$ cat src/rtl/hazard_if.sv
// Hazard-unit bundle between the 5-stage datapath and hazard_ctrl.
// The master modport is the datapath side; the slave modport is the hazard unit.
interface hazard_if;
  logic [4:0] rs1_D, rs2_D, rs1_E, rs2_E, rd_E, rd_M, rd_W;
  logic       memread_E, regwrite_M, regwrite_W, mispredict_E, mem_busy;
  logic       start, stallF, stallD, stallE, stallM, flushD, flushE;
  logic [1:0] fwdA_E, fwdB_E;

  modport master (
    output rs1_D, rs2_D, rs1_E, rs2_E, rd_E, rd_M, rd_W,
    output memread_E, regwrite_M, regwrite_W, mispredict_E, mem_busy,
    input  start, stallF, stallD, stallE, stallM, flushD, flushE, fwdA_E, fwdB_E
  );

  modport slave (
    input  rs1_D, rs2_D, rs1_E, rs2_E, rd_E, rd_M, rd_W,
    input  memread_E, regwrite_M, regwrite_W, mispredict_E, mem_busy,
    output start, stallF, stallD, stallE, stallM, flushD, flushE, fwdA_E, fwdB_E
  );
endinterface

$ cat src/rtl/hazard_ctrl.sv
// Pipeline sequencer / hazard unit: boot hold, load-use stall, mispredict flush, dmem wait, EX forwarding.
// Optional HAZARD_PERF_CNT_EN adds stall_cnt / flush_cnt performance counters.
module hazard_ctrl #(
  parameter int unsigned BOOT_CYCLES = 4,
  parameter int unsigned CNT_W       = 32
) (
  input  logic           clk,
  input  logic           rst,
  hazard_if.slave        hz
`ifdef HAZARD_PERF_CNT_EN
  ,
  output logic [CNT_W-1:0] stall_cnt,
  output logic [CNT_W-1:0] flush_cnt
`endif
);

  localparam logic [1:0] BOOT  = 2'd0;
  localparam logic [1:0] RUN   = 2'd1;
  localparam logic [1:0] MWAIT = 2'd2;

  localparam logic [7:0] BOOT_LAST = 8'(BOOT_CYCLES - 1);

  logic [1:0] state_q, state_d;
  logic [7:0] boot_cnt_q, boot_cnt_d;
  logic       load_use;

  // ---------------------------------------------------------------------------
  // Next-state logic; the counter saturates once boot completes.
  // ---------------------------------------------------------------------------
  always_comb begin
    // NOTE: every always_comb output gets a default first so no path infers a latch.
    state_d    = state_q;
    boot_cnt_d = boot_cnt_q;
    case (state_q)
      BOOT: begin
        boot_cnt_d = boot_cnt_q + 8'd1;
        if (boot_cnt_q == BOOT_LAST) state_d = RUN;
      end
      RUN:     if (hz.mem_busy)  state_d = MWAIT;
      MWAIT:   if (!hz.mem_busy) state_d = RUN;
      default: state_d = BOOT;
    endcase
  end

  always_ff @(posedge clk or posedge rst) begin
    // NOTE: sequential state uses non-blocking assignments so all flops update together.
    if (rst) begin
      state_q    <= BOOT;
      boot_cnt_q <= 8'd0;
    end else begin
      state_q    <= state_d;
      boot_cnt_q <= boot_cnt_d;
    end
  end

  // ---------------------------------------------------------------------------
  // Control decode, highest priority first. x0 is never a load-use target.
  // ---------------------------------------------------------------------------
  assign load_use = hz.memread_E && (hz.rd_E != 5'd0) &&
                    ((hz.rd_E == hz.rs1_D) || (hz.rd_E == hz.rs2_D));

  always_comb begin
    hz.start  = 1'b0;
    hz.stallF = 1'b0;
    hz.stallD = 1'b0;
    hz.stallE = 1'b0;
    hz.stallM = 1'b0;
    hz.flushD = 1'b0;
    hz.flushE = 1'b0;
    if (state_q == BOOT) begin
      hz.start  = 1'b1;
      hz.stallF = 1'b1;
      hz.stallD = 1'b1;
      hz.stallE = 1'b1;
      hz.stallM = 1'b1;
    end else if (hz.mem_busy) begin
      // EX is frozen, so a pending mispredict persists until memory is ready.
      hz.stallF = 1'b1;
      hz.stallD = 1'b1;
      hz.stallE = 1'b1;
      hz.stallM = 1'b1;
    end else if (hz.mispredict_E) begin
      hz.flushD = 1'b1;
      hz.flushE = 1'b1;
    end else if (load_use) begin
      hz.stallF = 1'b1;
      hz.stallD = 1'b1;
      hz.flushE = 1'b1;
    end
  end

  // ---------------------------------------------------------------------------
  // Forwarding: MEM result is newer than WB, so it wins a double match.
  // Held at regfile select while reset is asserted.
  // ---------------------------------------------------------------------------
  function automatic logic [1:0] fwd_sel(input logic [4:0] rs);
    if (hz.regwrite_M && (hz.rd_M != 5'd0) && (hz.rd_M == rs))      fwd_sel = 2'b10;
    else if (hz.regwrite_W && (hz.rd_W != 5'd0) && (hz.rd_W == rs)) fwd_sel = 2'b01;
    else                                                            fwd_sel = 2'b00;
  endfunction

  always_comb begin
    hz.fwdA_E = 2'b00;
    hz.fwdB_E = 2'b00;
    if (!rst) begin
      hz.fwdA_E = fwd_sel(hz.rs1_E);
      hz.fwdB_E = fwd_sel(hz.rs2_E);
    end
  end

`ifdef HAZARD_PERF_CNT_EN
  logic [CNT_W-1:0] stall_cnt_q, stall_cnt_d;
  logic [CNT_W-1:0] flush_cnt_q, flush_cnt_d;

  always_comb begin
    stall_cnt_d = stall_cnt_q;
    flush_cnt_d = flush_cnt_q;
    if (state_q != BOOT) begin
      if (hz.stallF)               stall_cnt_d = stall_cnt_q + 1'b1;
      if (hz.flushD || hz.flushE)  flush_cnt_d = flush_cnt_q + 1'b1;
    end
  end

  always_ff @(posedge clk or posedge rst) begin
    if (rst) begin
      stall_cnt_q <= '0;
      flush_cnt_q <= '0;
    end else begin
      stall_cnt_q <= stall_cnt_d;
      flush_cnt_q <= flush_cnt_d;
    end
  end

  assign stall_cnt = stall_cnt_q;
  assign flush_cnt = flush_cnt_q;
`else
  wire [CNT_W-1:0] unused_cnt_w = '0;
`endif

endmodule

$ cat src/flat_wrapper.sv
// flat-port wrapper written by rule: the top's interface ports become plain ports
module hazard_ctrl_flat 
#(
  parameter int unsigned BOOT_CYCLES = 4,
  parameter int unsigned CNT_W       = 32
)
  (clk, rst, hz_rs1_D, hz_rs2_D, hz_rs1_E, hz_rs2_E, hz_rd_E, hz_rd_M, hz_rd_W, hz_memread_E, hz_regwrite_M, hz_regwrite_W, hz_mispredict_E, hz_mem_busy, hz_start, hz_stallF, hz_stallD, hz_stallE, hz_stallM, hz_flushD, hz_flushE, hz_fwdA_E, hz_fwdB_E);
  hazard_if hz_i ();
  input  logic clk;
  input  logic rst;
  input wire logic [$bits(hz_i.rs1_D)-1:0] hz_rs1_D;
  input wire logic [$bits(hz_i.rs2_D)-1:0] hz_rs2_D;
  input wire logic [$bits(hz_i.rs1_E)-1:0] hz_rs1_E;
  input wire logic [$bits(hz_i.rs2_E)-1:0] hz_rs2_E;
  input wire logic [$bits(hz_i.rd_E)-1:0] hz_rd_E;
  input wire logic [$bits(hz_i.rd_M)-1:0] hz_rd_M;
  input wire logic [$bits(hz_i.rd_W)-1:0] hz_rd_W;
  input wire logic [$bits(hz_i.memread_E)-1:0] hz_memread_E;
  input wire logic [$bits(hz_i.regwrite_M)-1:0] hz_regwrite_M;
  input wire logic [$bits(hz_i.regwrite_W)-1:0] hz_regwrite_W;
  input wire logic [$bits(hz_i.mispredict_E)-1:0] hz_mispredict_E;
  input wire logic [$bits(hz_i.mem_busy)-1:0] hz_mem_busy;
  output wire logic [$bits(hz_i.start)-1:0] hz_start;
  output wire logic [$bits(hz_i.stallF)-1:0] hz_stallF;
  output wire logic [$bits(hz_i.stallD)-1:0] hz_stallD;
  output wire logic [$bits(hz_i.stallE)-1:0] hz_stallE;
  output wire logic [$bits(hz_i.stallM)-1:0] hz_stallM;
  output wire logic [$bits(hz_i.flushD)-1:0] hz_flushD;
  output wire logic [$bits(hz_i.flushE)-1:0] hz_flushE;
  output wire logic [$bits(hz_i.fwdA_E)-1:0] hz_fwdA_E;
  output wire logic [$bits(hz_i.fwdB_E)-1:0] hz_fwdB_E;
  assign hz_i.rs1_D = hz_rs1_D;
  assign hz_i.rs2_D = hz_rs2_D;
  assign hz_i.rs1_E = hz_rs1_E;
  assign hz_i.rs2_E = hz_rs2_E;
  assign hz_i.rd_E = hz_rd_E;
  assign hz_i.rd_M = hz_rd_M;
  assign hz_i.rd_W = hz_rd_W;
  assign hz_i.memread_E = hz_memread_E;
  assign hz_i.regwrite_M = hz_regwrite_M;
  assign hz_i.regwrite_W = hz_regwrite_W;
  assign hz_i.mispredict_E = hz_mispredict_E;
  assign hz_i.mem_busy = hz_mem_busy;
  assign hz_start = hz_i.start;
  assign hz_stallF = hz_i.stallF;
  assign hz_stallD = hz_i.stallD;
  assign hz_stallE = hz_i.stallE;
  assign hz_stallM = hz_i.stallM;
  assign hz_flushD = hz_i.flushD;
  assign hz_flushE = hz_i.flushE;
  assign hz_fwdA_E = hz_i.fwdA_E;
  assign hz_fwdB_E = hz_i.fwdB_E;
  hazard_ctrl #(.BOOT_CYCLES(BOOT_CYCLES), .CNT_W(CNT_W)) u_core (.clk(clk), .rst(rst), .hz(hz_i));
endmodule
$ cat config.mk
export PLATFORM = sky130hd
export DESIGN_NAME = hazard_ctrl_flat
export DESIGN_NICKNAME = d
export VERILOG_FILES = /design/src/rtl/hazard_if.sv /design/src/rtl/hazard_ctrl.sv /design/src/flat_wrapper.sv
export SDC_FILE = /design/constraint.sdc
export NUM_CORES = 1
export LEC_CHECK = 0
export ABC_CLOCK_PERIOD_IN_PS = 4100
export CAP_MARGIN = 20
export CORE_MARGIN = 1
export CORE_UTILIZATION = 40
export CTS_CLUSTER_SIZE = 20
export DETAILED_ROUTE_END_ITERATION = 12
export GPL_TIMING_DRIVEN = 0
export PLACE_DENSITY = 0.95
export SYNTH_ARGS = -nofsm -noshare
export SYNTH_HDL_FRONTEND = slang
export SYNTH_SLANG_ARGS = --single-unit
$ cat constraint.sdc
create_clock -name clk -period 4.1 [get_ports clk]
set_input_delay 0.615 -clock clk [delete_from_list [all_inputs] [get_ports clk]]
set_output_delay 0.615 -clock clk [all_outputs]
set_load 0.005 [all_outputs]
==> out/metrics.cfg, run 1 <==
[sta]
slew_headroom_pct = 65.1
finalHoldViolCount = 0
grt_setup_unrepaired = false
period_share_pct = 84.8
max_freq_ghz = 0.288
fin_tns_setup_ps = 0
final-setup-viol-count = 0
min_period_ps = 3480
drv_slew = 0
finClkSkew_ps = 4.35
finalWorstSetupSlack_ps = 623
tightest_slew_ps = 521

[route]
drtAntennaViolNets = 0
via_per_inst = 4.97
drt-initial-drc-count = 22
drt-pass1-iter-count = 4
wl_um = 2570
avgRoutedWirePerCell_um = 14.2
vias = 900
drcViolationCount = 0

[pwr]
p_int_uw = 343
comb_power_share_pct = 52.1
power.leakage_nw = 0.571
ir_worst_vdd_v = 0.000256
powerDensity_nw_per_um2 = 364
switchingPower_uw = 191
p_sw_share_pct = 35.8
p_seq_share_pct = 35.4
clkPwrFrac_pct = 12.5

[layout]
drive_above_1_share_pct = 5.84
nNetsFinal = 199
multiInputGateArea_um2 = 617
ff_latch_area_um2 = 250
diodes = 0
syn_to_final_growth_pct = 64.6
fill_cells = 157

[place]
place_ws_ps = 589
globalplace.congestion = 0.768
portBuffers = 52
dp_hpwl_um = 2270

[yosys]
yosysWarnings = 0
synth_fp_nets = 142
postSynthAreaPerCell_um2 = 9.02
ys_seq_area_share_pct = 28.0
netlist_area_um2 = 893
synth_cells = 99
ys_ff_latch = 10
synth.distinct_cells = 27

[global_routing]
grt_overflow = 0
grt_antenna_before_repair = 0
grtUsageTotal_pct = 23.4
grt_pass1_vias = 1003
grt_pass1_wl_um = 4420
grt_max_degree = 12

[worst_hold_path]
whs_path_depth = 1
holdCritStartpoint = u_core.boot_cnt_q[7]
hold_end = u_core.boot_cnt_q[7]
hp-class = reg2reg

[setup_path]
cp_num_buf_inv = 2
cp.required_ps = 3480
critPathCaptureType = output pin
r2r-start = u_core.state_q[1]
worstSetupPathType = in2out
cp_cell_sequence = clkdlybuf4s50_1 -> or4_1 -> o21ai_2 -> nor3_1 -> nor4_2 -> clkdlybuf4s50_1
max_stage_delay_ps = 600
crit_top_cell = clkdlybuf4s50_1
slowest_stage = or4_1
critPathTopFamily = buffers and inverters
r2r_setup_slack_ps = 2580
timing.rr.end = u_core.boot_cnt_q[6]
worstRegToRegCells = 4
worst_ep_arrival_time_ps = 2860
crit_fanout = 4
worst_setup_path_start_kind = input port

[floorplan]
row_count = 16
initial_core_util_pct = 44.2
core_um2 = 2020
pin_count = 53
die-area_um2 = 2430
die_w_um = 49.3
fp.dieH_um = 49.3

[clock_network]
numCtsBuffers = 3
clk_pin_slew_ps = 60
post-cts-setup-buffers = 0
clock_latency_ps = 270
cts_resized = 0
cts_tree = built
clock_tree.buffer_depth = 2
cts-root-buf = clkbuf_4
postCtsHoldBufs = 0
clock-sinks = 10
htreeDepth = 1

[flow_run]
maxCapViolCount = 0

[outcome]
outcome = finished clean

power groups by stage:
stage / Sequential, mW / Combinational (mW) / Clock, mW
after floorplan: 0.178 / 0.157 / 0
after global placement: 0.184 / 0.266 / 0
after detailed placement: 0.189 / 0.279 / 0
after CTS: 0.188 / 0.280 / 0.0689
after global routing: 0.195 / 0.308 / 0.0727
final: 0.189 / 0.278 / 0.0670
worst register-to-register path: stages (launching register included):
cell,delay (ps)
dfrtp_1,420
nor2_1,440
nand4_1,230
nor2_1,170
xor2_1,190
worst max-delay path by stage:
| stage | startpoint | to | slack, ps | cells past startpoint |
|---|---|---|---|---|
| detailed placement | rst | hz_fwdA_E[0] | 590 | 6 |
| finish | hz_rd_M[0] | hz_fwdB_E[0] | 620 | 6 |
| global placement | rst | hz_fwdA_E[0] | 620 | 6 |
| floorplan | rst | hz_fwdA_E[0] | 1780 | 4 |
| CTS | rst | hz_fwdA_E[0] | 590 | 6 |
| global route | rst | hz_fwdB_E[0] | 460 | 6 |
routing by layer:
layer | part of all wire, % | wire, µm | global-route usage, % | up-vias
li1 | - | - | - | 455
met1 | 41 | 1060 | 25.2 | 429
met2 | 57 | 1460 | 46.8 | 13
met3 | 0.93 | 24 | 1.56 | 3
met4 | 0.97 | 25 | 7.84 | 0
met5 | 0 | 0 | 0 | -
area by class of cell:
cell class,instances,area share [%]
well taps,27,2.30
flip-flops and latches,10,17.0
repair buffers,52,35.4
inverters,3,0.766
clock buffers,3,1.53
multi-input cells,84,42.0
plain buffers,2,1.02
through the flow:
stage	power, mW	cells	util [%]	cell area (µm²)	hold WS (ps)
6_report	0.534	181	72.7	1470	471
5_1_grt	0.576	181	72.7	1470	486
4_1_cts	0.536	181	72.7	1470	473
3_5_place_dp	0.467	178	71.6	1450	465
3_3_place_gp	0.450	178	71.6	1450	457
2_1_floorplan	0.335	99	-	893	443
state kept, by name, summed over array words and instances (netlist names):
signal / flops
u_core.state_q: 2
u_core.boot_cnt_q: 8
cell families (layout without fill, tap and decap cells):
family,Yosys count,in the layout,share of synthesized area (%)
compound gates,9,9,7.00
xor+xnor,37,37,36.3
fa+ha+maj,1,1,1.40
buf+inv,5,60,2.94
flops,10,10,28.0
mux,1,1,1.26
simple gates,36,36,23.1
synthesized netlist by cell type:
| master | instances | area (µm²) |
|---|---|---|
| xor2_1 | 23 | 201 |
| xnor2_1 | 14 | 123 |
| dfrtp_1 | 10 | 250 |
| nand2_1 | 7 | 26.3 |
| nor2_1 | 6 | 22.5 |
| or4_1 | 5 | 37.5 |
| nor3_1 | 4 | 20.0 |
| inv_1 | 3 | 11.3 |
| nor4_1 | 3 | 18.8 |
| buf_4 | 2 | 15.0 |
| nand2b_1 | 2 | 12.5 |
| nand3_1 | 2 | 10.0 |
| nand4_1 | 2 | 12.5 |
| nor4_2 | 2 | 25.0 |
| o31ai_1 | 2 | 15.0 |
| a21boi_0 | 1 | 7.51 |
| a21oi_1 | 1 | 5.00 |
| a22oi_1 | 1 | 7.51 |
| and3_1 | 1 | 6.26 |
| ha_1 | 1 | 12.5 |
| mux2_2 | 1 | 11.3 |
| nor2b_1 | 1 | 6.26 |
| nor4b_1 | 1 | 8.76 |
| o211ai_1 | 1 | 7.51 |
| o21ai_0 | 1 | 5.00 |
| o21ai_2 | 1 | 8.76 |
| o22ai_1 | 1 | 6.26 |
cell usage in the layout, fill, tap and decap left out, types with 3 or more instances in the layout:
master / n
xnor2_1: 14
dfrtp_1: 10
nand2_1: 7
nor2_1: 6
or4_1: 5
clkdlybuf4s50_1: 52
inv_1: 3
nor3_1: 4
xor2_1: 23
clkbuf_4: 3
nor4_1: 3
No activity file was read; power rests on OpenSTA's default activity.
==> inputs of run 2 (changes only) <==
--- a/config.mk
+++ b/config.mk
@@ -5,14 +5,14 @@
 export SDC_FILE = /design/constraint.sdc
 export NUM_CORES = 1
 export LEC_CHECK = 0
-export ABC_CLOCK_PERIOD_IN_PS = 4100
+export ABC_CLOCK_PERIOD_IN_PS = 3100
 export CAP_MARGIN = 20
 export CORE_MARGIN = 1
-export CORE_UTILIZATION = 40
+export CORE_UTILIZATION = 34
 export CTS_CLUSTER_SIZE = 20
 export DETAILED_ROUTE_END_ITERATION = 12
 export GPL_TIMING_DRIVEN = 0
-export PLACE_DENSITY = 0.95
+export PLACE_DENSITY = 0.88
 export SYNTH_ARGS = -nofsm -noshare
 export SYNTH_HDL_FRONTEND = slang
 export SYNTH_SLANG_ARGS = --single-unit
==> constraint.sdc (replaced) <==
create_clock -name clk -period 3.1 [get_ports clk]
set_input_delay 0.465 -clock clk [delete_from_list [all_inputs] [get_ports clk]]
set_output_delay 0.465 -clock clk [all_outputs]
set_load 0.005 [all_outputs]
==> run 2 against run 1 <==
  * Clock-buffer cell count increased by 1
  * Critical path depth up 1
  * Clock power increased by 85%
  * Worst hold slack better by 7.7 ps
  * Wire length increased by 3.0%
  * Global-route usage shrank 3.6 points
  * Die area grew 17%
  * Clock skew rose by 1.1 ps
  * Non-clock buffer count increased by 4
  * Combinational power grew 35%
  * Flip-flop and latch count unchanged
  * Largest cell class unchanged
  * Largest power group unchanged
  * Highest routed layer unchanged
==> out/metrics.cfg, run 2 (synthesis gave the netlist of run 1 again) <==
[route]
wl_um = 2650
drt-initial-drc-count = 10
drtAntennaViolNets = 0
avgRoutedWirePerCell_um = 14.0
vias = 919
via_per_inst = 4.86
drt-pass1-iter-count = 4
drcViolationCount = 0

[global_routing]
grt_pass1_vias = 883
grt_overflow = 0
grt_antenna_before_repair = 0
grtUsageTotal_pct = 19.8
grt_max_degree = 12
grt_pass1_wl_um = 3900

[setup_path]
startpoint = hz_rd_E[3]
worstRegToRegCells = 4
endpoint = hz_stallF
worst_setup_path_start_kind = input port
worst_ep_arrival_time_ps = 2420
worstSetupPathType = in2out
r2r_setup_slack_ps = 1520
cp.required_ps = 2630
timing.rr.end = u_core.boot_cnt_q[7]
crit_fanout = 3
critPathCaptureType = output pin
r2r-start = u_core.state_q[0]

[floorplan]
pin_count = 53
initial_core_util_pct = 36.1
row_count = 18
core_um2 = 2480
die_w_um = 53.3
fp.dieH_um = 53.3
die-area_um2 = 2840

[clock_network]
cts-root-buf = clkbuf_4
clock_latency_ps = 280
postCtsHoldBufs = 0
htreeDepth = 1
clock-sinks = 10
clock_tree.buffer_depth = 2
numCtsBuffers = 3
clk_pin_slew_ps = 70
cts_tree = built

[sta]
finalHoldViolCount = 0
max_freq_ghz = 0.347
finClkSkew_ps = 5.42
slew_headroom_pct = 60.6
hold_slack_ps = 478
period_share_pct = 93.1
finalWorstSetupSlack_ps = 215
min_period_ps = 2890
drv_slew = 0
tightest_slew_ps = 589
grt_setup_unrepaired = false
final-setup-viol-count = 0

[layout]
mostFrequentLayoutCell = clkdlybuf4s50_1
instances_no_fill = 189
final_util_pct = 61.6
drive_above_1_share_pct = 9.43
fill_cells = 209
syn_to_final_growth_pct = 70.9
diodes = 0
nNetsFinal = 203
top_register = u_core.boot_cnt_q
final_cell_mix = clkdlybuf4s50_1, xor2_1, xnor2_1
reg_top3 = u_core.boot_cnt_q: 8 flops, u_core.state_q: 2 flops
largest_reg_flops = 8

[outcome]
outcome = finished clean

[pwr]
ir_worst_vdd_v = 0.000362
p_seq_share_pct = 33.4
power.leakage_nw = 0.630
switchingPower_uw = 265
powerDensity_nw_per_um2 = 491
p_int_uw = 484
p_sw_share_pct = 35.4
clkPwrFrac_pct = 16.5
comb_power_share_pct = 50.1

[place]
portBuffers = 52
dp_hpwl_um = 2240
place_ws_ps = -125
globalplace.congestion = 0.868
post-place-cells = 181

[flow_run]
maxCapViolCount = 0

[worst_hold_path]
hp-class = reg2reg

## run 2: cell count changes in the layout (fill, tap and decap cells not counted), sizes merged
cell | before | now
buf | 2 | 6
clkdlybuf4s50 | 52 | 50
dlymetal6s2s | 0 | 2
clkbuf | 3 | 4
clkinvlp | 0 | 1
inv | 3 | 2
## run 2: stage by stage
step / total power [mW] / TNS [ps] / cell area (µm²)
floorplan: 0.442 / 0 / 893
global placement: 0.599 / -152 / 1450
detailed placement: 0.623 / -213 / 1450
CTS: 0.750 / 0 / 1490
global route: 0.800 / 0 / 1530
finish: 0.749 / 0 / 1530
## run 2: how the worst min path moves through the flow
stage                               from              endpoint  slack (ps)  cells after the start
CTS                 u_core.boot_cnt_q[7]  u_core.boot_cnt_q[7]         480                      1
floorplan                            rst  u_core.boot_cnt_q[0]         310                      1
finish              u_core.boot_cnt_q[7]  u_core.boot_cnt_q[7]         480                      1
detailed placement  u_core.boot_cnt_q[7]  u_core.boot_cnt_q[7]         470                      1
global placement    u_core.boot_cnt_q[7]  u_core.boot_cnt_q[7]         460                      1
global route        u_core.boot_cnt_q[7]  u_core.boot_cnt_q[7]         510                      1
## run 2: final cells by class
class | count | area [µm²] | share of cell area, %
well taps | 30 | 37.5 | 2.46
clock buffers | 4 | 36.3 | 2.38
flip-flops and latches | 10 | 250 | 16.4
multi-input cells | 84 | 617 | 40.4
plain buffers | 2 | 15.0 | 0.984
inverters | 3 | 15.0 | 0.984
repair buffers | 56 | 556 | 36.4
## run 2: power by group through the flow
stage / combinational, mW / sequential [mW] / clock (mW)
2_1_floorplan: 0.207 / 0.235 / 0
3_3_place_gp: 0.356 / 0.243 / 0
3_5_place_dp: 0.372 / 0.251 / 0
4_1_cts: 0.375 / 0.248 / 0.127
5_1_grt: 0.408 / 0.257 / 0.134
6_report: 0.375 / 0.250 / 0.124
## run 2: worst max-delay path, stage by stage
cell	delay, ps
clkdlybuf4s50_1	470
xor2_1	190
nor3_1	200
a22oi_1	140
o31ai_1	310
buf_4	160
clkdlybuf4s50_1	490
## run 2: timing repair
action,CTS,global route
endpoints found under the setup margin,2,2
buffers inserted,0,4
resized for setup,1,2
cloned,0,0
## run 2: per-layer routing
layer  up-vias  GRT usage [%]  part of all wire, %
met5         -              0                    0
met4         0           8.77                  2.0
met3         8           6.61                  2.0
met2         9           30.6                   52
met1       437           24.5                   44
li1        465              -                    -
